<file path="src/rtl/cvxif_coproc_router.sv">
// CV-X-IF router: fans one core port out to NrCoproc coprocessors, records which
// coprocessor owns each in-flight id, and round-robin arbitrates results back.

package config_pkg;
    typedef struct packed {
        int unsigned XLEN;
        int unsigned NrRgprPorts;
        int unsigned TRANS_ID_BITS;
    } cva6_cfg_t;

    localparam cva6_cfg_t cva6_cfg_empty = '{XLEN: 32, NrRgprPorts: 2, TRANS_ID_BITS: 2};
endpackage

package cvxif_pkg;
    localparam int unsigned XLEN = config_pkg::cva6_cfg_empty.XLEN;
    localparam int unsigned NR_RS = config_pkg::cva6_cfg_empty.NrRgprPorts;
    localparam int unsigned ID_W = config_pkg::cva6_cfg_empty.TRANS_ID_BITS;

    typedef struct packed {
        logic [15:0] instr;
    } x_compressed_req_t;

    typedef struct packed {
        logic [31:0] instr;
        logic        accept;
    } x_compressed_resp_t;

    typedef struct packed {
        logic [31:0]     instr;
        logic [ID_W-1:0] id;
    } x_issue_req_t;

    typedef struct packed {
        logic             accept;
        logic             writeback;
        logic [NR_RS-1:0] register_read;
    } x_issue_resp_t;

    typedef struct packed {
        logic [ID_W-1:0]             id;
        logic [NR_RS-1:0][XLEN-1:0] rs;
        logic [NR_RS-1:0]            rs_valid;
    } x_register_t;

    typedef struct packed {
        logic [ID_W-1:0] id;
        logic            commit_kill;
    } x_commit_t;

    typedef struct packed {
        logic [ID_W-1:0] id;
        logic [XLEN-1:0] data;
        logic [4:0]      rd;
        logic            we;
    } x_result_t;

    typedef struct packed {
        logic              compressed_valid;
        x_compressed_req_t compressed_req;
        logic              issue_valid;
        x_issue_req_t      issue_req;
        logic              register_valid;
        x_register_t       register;
        logic              commit_valid;
        x_commit_t         commit;
        logic              result_ready;
    } cvxif_req_t;

    typedef struct packed {
        logic               compressed_ready;
        x_compressed_resp_t compressed_resp;
        logic               issue_ready;
        x_issue_resp_t      issue_resp;
        logic               register_ready;
        logic               result_valid;
        x_result_t          result;
    } cvxif_resp_t;
endpackage

module cvxif_coproc_router #(
    parameter config_pkg::cva6_cfg_t CVA6Cfg = config_pkg::cva6_cfg_empty,
    parameter int unsigned NrCoproc = 2,
    parameter int unsigned NrIds = 4,
    parameter type cvxif_req_t = cvxif_pkg::cvxif_req_t,
    parameter type cvxif_resp_t = cvxif_pkg::cvxif_resp_t
) (
    input  logic             clk_i,
    input  logic             rst_i,
    input  cvxif_req_t       cvxif_req_i,
    output cvxif_resp_t      cvxif_resp_o,
    output cvxif_req_t       cvxif_req_o [NrCoproc],
    input  cvxif_resp_t      cvxif_resp_i [NrCoproc],
    output logic             err_o,
    output logic [NrIds-1:0] busy_o
);

    localparam int unsigned IdW = CVA6Cfg.TRANS_ID_BITS;
    localparam int unsigned OwnW = (NrCoproc > 1) ? $clog2(NrCoproc) : 1;

    logic [NrIds-1:0] valid_q;
    logic [NrIds-1:0] nacc_q;
    logic [OwnW-1:0]  owner_q [NrIds];
    logic [OwnW-1:0]  rr_q;
    logic [OwnW-1:0]  grant_q;
    logic             lock_q;
    logic             err_q;

    logic [IdW-1:0]      issue_id;
    logic [IdW-1:0]      commit_id;
    logic [IdW-1:0]      res_id;
    logic [NrCoproc-1:0] comp_rdy;
    logic [NrCoproc-1:0] issue_rdy;
    logic [NrCoproc-1:0] reg_rdy;
    logic [NrCoproc-1:0] res_valid;
    logic [OwnW-1:0]     issue_win;
    logic [OwnW-1:0]     grant;
    logic [OwnW-1:0]     cand;
    logic [OwnW-1:0]     rr_next;
    logic                issue_acc;
    logic                core_issue_ready;
    logic                issue_hs;
    logic                res_any;
    logic                res_legit;
    logic                res_fwd;
    logic                res_sink;
    logic                res_hs;
    logic                err_set;

    assign issue_id  = cvxif_req_i.issue_req.id;
    assign commit_id = cvxif_req_i.commit.id;

    always_comb begin
        comp_rdy  = '0;
        issue_rdy = '0;
        reg_rdy   = '0;
        res_valid = '0;
        for (int k = 0; k < NrCoproc; k++) begin
            comp_rdy[k]  = cvxif_resp_i[k].compressed_ready;
            issue_rdy[k] = cvxif_resp_i[k].issue_ready;
            reg_rdy[k]   = cvxif_resp_i[k].register_ready;
            res_valid[k] = cvxif_resp_i[k].result_valid;
        end
    end

    // Walking downwards lets the lowest-index acceptor win the issue ownership.
    always_comb begin
        issue_win = '0;
        issue_acc = 1'b0;
        for (int k = NrCoproc - 1; k >= 0; k--) begin
            if (cvxif_resp_i[k].issue_resp.accept) begin
                issue_win = OwnW'(k);
                issue_acc = 1'b1;
            end
        end
    end

    assign core_issue_ready = !valid_q[issue_id] && (&issue_rdy);
    assign issue_hs         = cvxif_req_i.issue_valid && core_issue_ready;

    // A held grant stays put until the core takes the result; otherwise the
    // first requester at or after the RR pointer wins.
    always_comb begin
        grant   = rr_q;
        cand    = '0;
        res_any = 1'b0;
        if (lock_q) begin
            grant   = grant_q;
            res_any = res_valid[grant_q];
        end else begin
            for (int i = NrCoproc - 1; i >= 0; i--) begin
                cand = OwnW'((int'(rr_q) + i) % int'(NrCoproc));
                if (res_valid[cand]) begin
                    grant   = cand;
                    res_any = 1'b1;
                end
            end
        end
    end

    assign res_id    = cvxif_resp_i[grant].result.id;
    assign res_legit = valid_q[res_id] && (owner_q[res_id] == grant);
    assign res_fwd   = res_any && res_legit;
    assign res_sink  = res_any && !res_legit;
    assign res_hs    = res_fwd && cvxif_req_i.result_ready;
    assign rr_next   = (grant == OwnW'(NrCoproc - 1)) ? '0 : grant + OwnW'(1);

    assign err_set = (cvxif_req_i.commit_valid && !valid_q[commit_id] && !nacc_q[commit_id])
                  || (cvxif_req_i.commit_valid && cvxif_req_i.issue_valid && (commit_id == issue_id))
                  || res_sink;

    always_comb begin
        for (int k = 0; k < NrCoproc; k++) begin
            cvxif_req_o[k] = cvxif_req_i;
            cvxif_req_o[k].issue_valid = cvxif_req_i.issue_valid && !valid_q[issue_id];
            cvxif_req_o[k].commit.commit_kill = cvxif_req_i.commit.commit_kill
                || !(valid_q[commit_id] && (owner_q[commit_id] == OwnW'(k)));
            cvxif_req_o[k].result_ready = (grant == OwnW'(k))
                && (res_sink || (res_fwd && cvxif_req_i.result_ready));
        end
    end

    always_comb begin
        cvxif_resp_o = '0;
        cvxif_resp_o.compressed_ready = &comp_rdy;
        cvxif_resp_o.issue_ready      = core_issue_ready;
        cvxif_resp_o.register_ready   = &reg_rdy;
        for (int k = NrCoproc - 1; k >= 0; k--) begin
            if (cvxif_resp_i[k].compressed_resp.accept) begin
                cvxif_resp_o.compressed_resp = cvxif_resp_i[k].compressed_resp;
            end
            if (cvxif_resp_i[k].issue_resp.accept) begin
                cvxif_resp_o.issue_resp = cvxif_resp_i[k].issue_resp;
            end
        end
        if (res_fwd) begin
            cvxif_resp_o.result_valid = 1'b1;
            cvxif_resp_o.result       = cvxif_resp_i[grant].result;
        end
    end

    // Clears are written before sets: an issuing id is never valid, so it
    // cannot collide with a result or kill retiring the same entry.
    always_ff @(posedge clk_i) begin
        if (rst_i) begin
            valid_q <= '0;
            nacc_q  <= '0;
            for (int i = 0; i < NrIds; i++) begin
                owner_q[i] <= '0;
            end
            rr_q    <= '0;
            grant_q <= '0;
            lock_q  <= 1'b0;
            err_q   <= 1'b0;
        end else begin
            if (cvxif_req_i.commit_valid) begin
                nacc_q[commit_id] <= 1'b0;
                if (cvxif_req_i.commit.commit_kill) begin
                    valid_q[commit_id] <= 1'b0;
                end
            end
            if (res_hs) begin
                valid_q[res_id] <= 1'b0;
            end
            if (issue_hs && issue_acc) begin
                valid_q[issue_id] <= 1'b1;
                owner_q[issue_id] <= issue_win;
                nacc_q[issue_id]  <= 1'b0;
            end else if (issue_hs) begin
                nacc_q[issue_id] <= 1'b1;
            end
            if (res_hs || res_sink) begin
                rr_q <= rr_next;
            end
            lock_q  <= res_fwd && !cvxif_req_i.result_ready;
            grant_q <= grant;
            err_q   <= err_q || err_set;
        end
    end

    assign busy_o = valid_q;
    assign err_o  = err_q;

endmodule

</file>
<file path="config.mk">
export PLATFORM = sky130hd
export DESIGN_NAME = cvxif_coproc_router
export DESIGN_NICKNAME = d
export VERILOG_FILES = /design/src/rtl/cvxif_coproc_router.sv
export SDC_FILE = /design/constraint.sdc
export NUM_CORES = 1
export LEC_CHECK = 0
export CELL_PAD_IN_SITES_DETAIL_PLACEMENT = 0
export CELL_PAD_IN_SITES_GLOBAL_PLACEMENT = 1
export CORE_AREA = 5 5 242 244
export CTS_CLUSTER_DIAMETER = 100
export DETAILED_ROUTE_END_ITERATION = 12
export DIE_AREA = 0 0 247 249
export PLACE_DENSITY = 0.59
export SYNTH_ARGS = -nofsm -noshare
export SYNTH_HDL_FRONTEND = slang
export SYNTH_SLANG_ARGS = --single-unit
</file>
<file path="constraint.sdc">
create_clock -name clk_i -period 3 [get_ports clk_i]
set_input_delay 0.6 -clock clk_i [delete_from_list [all_inputs] [get_ports clk_i]]
set_output_delay 0.6 -clock clk_i [all_outputs]
set_load 0.05 [all_outputs]
</file>
==> metrics.md <==
| Metric | Value |
|---|---|
| Outcome | complete, but fails checks |
| Failing checks | negative setup slack |
| Register area | 362.8 um2 |
| Top cell by count, worst path | buf_12 |
| Worst EP required | between 2000 and 2500 ps |
| Setup-failing EPs final | 43 |
| Synth top area cells | buf_4 (45%), nand2_1 (9.1%), a21oi_2 (7.8%) |
| Die Y | 249 um |
| Fin worst setup slack | -340.1 ps |
| Area of the multi-input gates | approximately 2200 um2 |
| Routed Wire Length | 19.38 mm |
| Hold Fails Final Rpt | 0 |
| CP Cell Sequence | buf_8 > nand2b_4 > o22a_1 > buf_6 > o31ai_4 > buf_4 > o211a_1 > nor3_2 > or3b_4 > buf_12 > buf_16 > a21oi_4 > buf_12 |
| Slowest-stage cell, CP | or3b_4 |
| Depth of the worst hold-timing path | 2 |
| DP HPWL | 16.73 mm |
| Hold-fix buffers at CTS | 0 |
| Detailed-route via count | 3996 |
| Global-route wire length before repair | 27.05 mm |
| Clk buf depth | 2 |
| Final #Nets | 917 |
| R2r endpoint | busy_o[2] |
| Unique cell type count in the Yosys netlist | 49 |
| Antenna violation net count after detailed routing | 0 |
| CTS tree | yes |
| Wire length per cell | 14.01 um |
| Max Fclk | 299.4 MHz |
| Flops & latches, synth | 16 |
| Share of Yosys cell area claimed by the top area cell type | 44.99% |
| DRC viols | 0 |
| Clock Pin Slew Worst Setup and Hold Paths | 50 ps |
| Initial DRC count | 124 |
| Largest net degree at the start of global routing | 42 |
| Crit path DAT | 2740 ps |
| Mapped Avg Cell Area | 7.201 um2 |
| CTS Sinks | 16 |
| Pre-CTS WS | -794.2 ps |
| Top FF cell, synth | dfxtp_1 |
| Initial Util | 7.412% |
| PortBufs | 273 |
| Max_cap viols | 0 |
| CP Buf/Inv Count | 6 |
| Drt pass-1 iters | 4 |
| Gr ovfl total | 0 |
| Layout cells sized above 1 | a little over a third |
| Fraction of registers with async set/reset | 0% |
| Hold Path Class | flop to flop |
| Top post-synthesis cells by count | buf_4 (249), nand2_1 (101), a21oi_2 (37) |
| Critical Path Sink Type | output pin |
| Sequential area share after synthesis | between 8 and 9% |
| Hold endpoint | nacc_q[3] |
| Clock Tree Root | clkbuf_16 |
| Cts bufs inserted | 3 |
| Vias in the first global route | 4397 |
| Worst Skew | 1.170 ps |
| Top-count cell post-synth | buf_4 |
| Max FO, Critical Path | 7 |
| EDFF count, synth | 4 |
| Critical path type | primary input to output pin |
| Maximum vdd ir drop | 0.0001604 V |
| Clk Latency, worst-skew pair | 240 ps |
| Setup crit start kind | primary input |
| PD cells | 278.0 nW/um2 |
| H-Tree Depth | 1 |
| Part of the cycle the worst path needs | 111.3% |
| Cell Count, Final, Fillers Out | about 1400 |
| Cells after Synth | 577 |
| Number of I/O pins | 628 |
| Cell Rows | 87 |
| DIE AREA | 61500 um2 |
| Leading area contributor after synthesis | buf_4 |
| Reg2Reg Setup Slack | 720 ps |
| Hold Path Origin | nacc_q[3] |
| Tmin final | approximately 3300 ps |
| Leak | between 2 and 3 nW |
| Placed Instances | about 1400 |
| GR Util All Layers | about 5.6% |
| R2R cell count | 11 |
| Slowest stage delay, CP | 420 ps |
| Worst r2r src | lock_q |
| Die W | 247 um |
| Final GP Congestion | 0.7606 |
| Synthesis-to-layout area growth | 84.13% |
| Worst slew pin tran | 554.9 ps |
| Syn_nets | between 800 and 900 |
| Mean number of vias per cell | 2.889 |
| Syn. warnings | 0 |
| Initial antenna violation count | 2 |
| Fillers | 6371 |
| Max transition margin | a little over three fifths |
| Critical path's top delay family | buffers and inverters |
| Slew Limit Fails | 0 |
| Core box area | 56060 um2 |
| Unrepaired setup endpoints after global routing | yes |
| Area of the mapped netlist | 4155 um2 |
==> per-stage QoR <==
| step | instance area (um2) | total power, W | TNS [ps] | utilization [%] | hold WS [ps] |
|---|---|---|---|---|---|
| floorplan | 4519 | 0.001865 | -3511 | - | 459.5 |
| global placement | 7281 | 0.001780 | -29270 | 12.99 | 478.6 |
| detailed placement | 7281 | 0.001788 | -32300 | 12.99 | 487.4 |
| CTS | 7587 | 0.002130 | -12140 | 13.53 | 499.2 |
| global route | 7651 | 0.002216 | -14950 | 13.65 | 522.4 |
| finish | 7651 | 0.002127 | -12650 | 13.65 | 496.7 |
==> cells by family (layout without fill, tap and decap cells) <==
family | count (synthesis) | in the layout | share of synthesized area [%]
buffers and inverters | 280 | 329 | 48.54
xor gates and xnor gates | 2 | 2 | 0.4216
DFF | 16 | 16 | 8.672
and+or+nand+nor | 163 | 163 | 17.46
AOI/OAI and AO/OA | 107 | 107 | 21.41
muxes | 9 | 9 | 3.493
other | 0 | 1 | 0
==> cells in the final DEF (no fill, tap or decap), drive strengths merged, types with 5 or more instances in the layout <==
cell | Yosys | routed
nand3 | 6 | 6
inv | 5 | 5
a22o | 33 | 33
nor3 | 7 | 7
nor2 | 20 | 20
dfxtp | 12 | 12
clkdlybuf4s50 | 0 | 174
buf | 254 | 145
o21ai | 9 | 9
a21oi | 45 | 45
nor2b | 7 | 7
nand2 | 102 | 102
==> tightest hold or removal path: stages, from the launching register on <==
cell,delay (ps)
dfxtp_1,320
a31oi_1,70
nor2_1,70
==> area by class of cell <==
| class | instances | share of cell area [%] |
|---|---|---|
| repair buffers | 320 | 53.34 |
| multi-input cells | 281 | 28.24 |
| well taps | 756 | 12.36 |
| flip-flops and latches | 16 | 4.742 |
| clock buffers | 3 | 0.9812 |
| inverters | 5 | 0.2453 |
| clock inverters | 1 | 0.04906 |
| diodes | 1 | 0.03271 |
==> how the worst max path moves through the flow <==
| stage | startpoint | to | slack (ps) | cells after the start |
|---|---|---|---|---|
| after floorplan | cvxif_resp_i[40] | cvxif_resp_o[0] | -90 | 9 |
| after global placement | cvxif_resp_i[40] | cvxif_resp_o[34] | -710 | 10 |
| after detailed placement | cvxif_resp_i[40] | cvxif_resp_o[31] | -790 | 10 |
| after CTS | cvxif_resp_i[40] | cvxif_resp_o[31] | -320 | 13 |
| after global routing | cvxif_resp_i[40] | cvxif_resp_o[4] | -380 | 13 |
| final | cvxif_resp_i[40] | cvxif_resp_o[31] | -340 | 13 |
==> timing repair <==
action / 4_1_cts / 5_1_grt
pin swaps: 8 / 9
gates cloned: 3 / 1
setup buffers: 10 / 3
endpoints found under the setup margin: 43 / 43
gates resized for setup: 37 / 4
==> power by group <==
| group | switching [W] | total [W] | internal (W) |
|---|---|---|---|
| logic | 0.000831 | 0.00162 | 0.000793 |
| registers | 0.0000136 | 0.000244 | 0.000230 |
| clock network | 0.0000827 | 0.000260 | 0.000177 |
| total | 0.000927 | 0.00213 | 0.00120 |
==> layer usage <==
metal	vias to the layer above	wire (um)	GRT usage (%)
met2	370	9315	10.14
met4	0	1396	3.539
met3	107	2684	2.575
li1	1770	-	-
met1	1749	5981	5.086
met5	-	0	0
==> registers in the layout (all words and copies together) (netlist names) <==
register,flops
err_o,1
busy_o,4
lock_q,1
nacc_q,4
rr_q,1
owner_q,4
grant_q,1
Power figures use the tool's default switching activity.
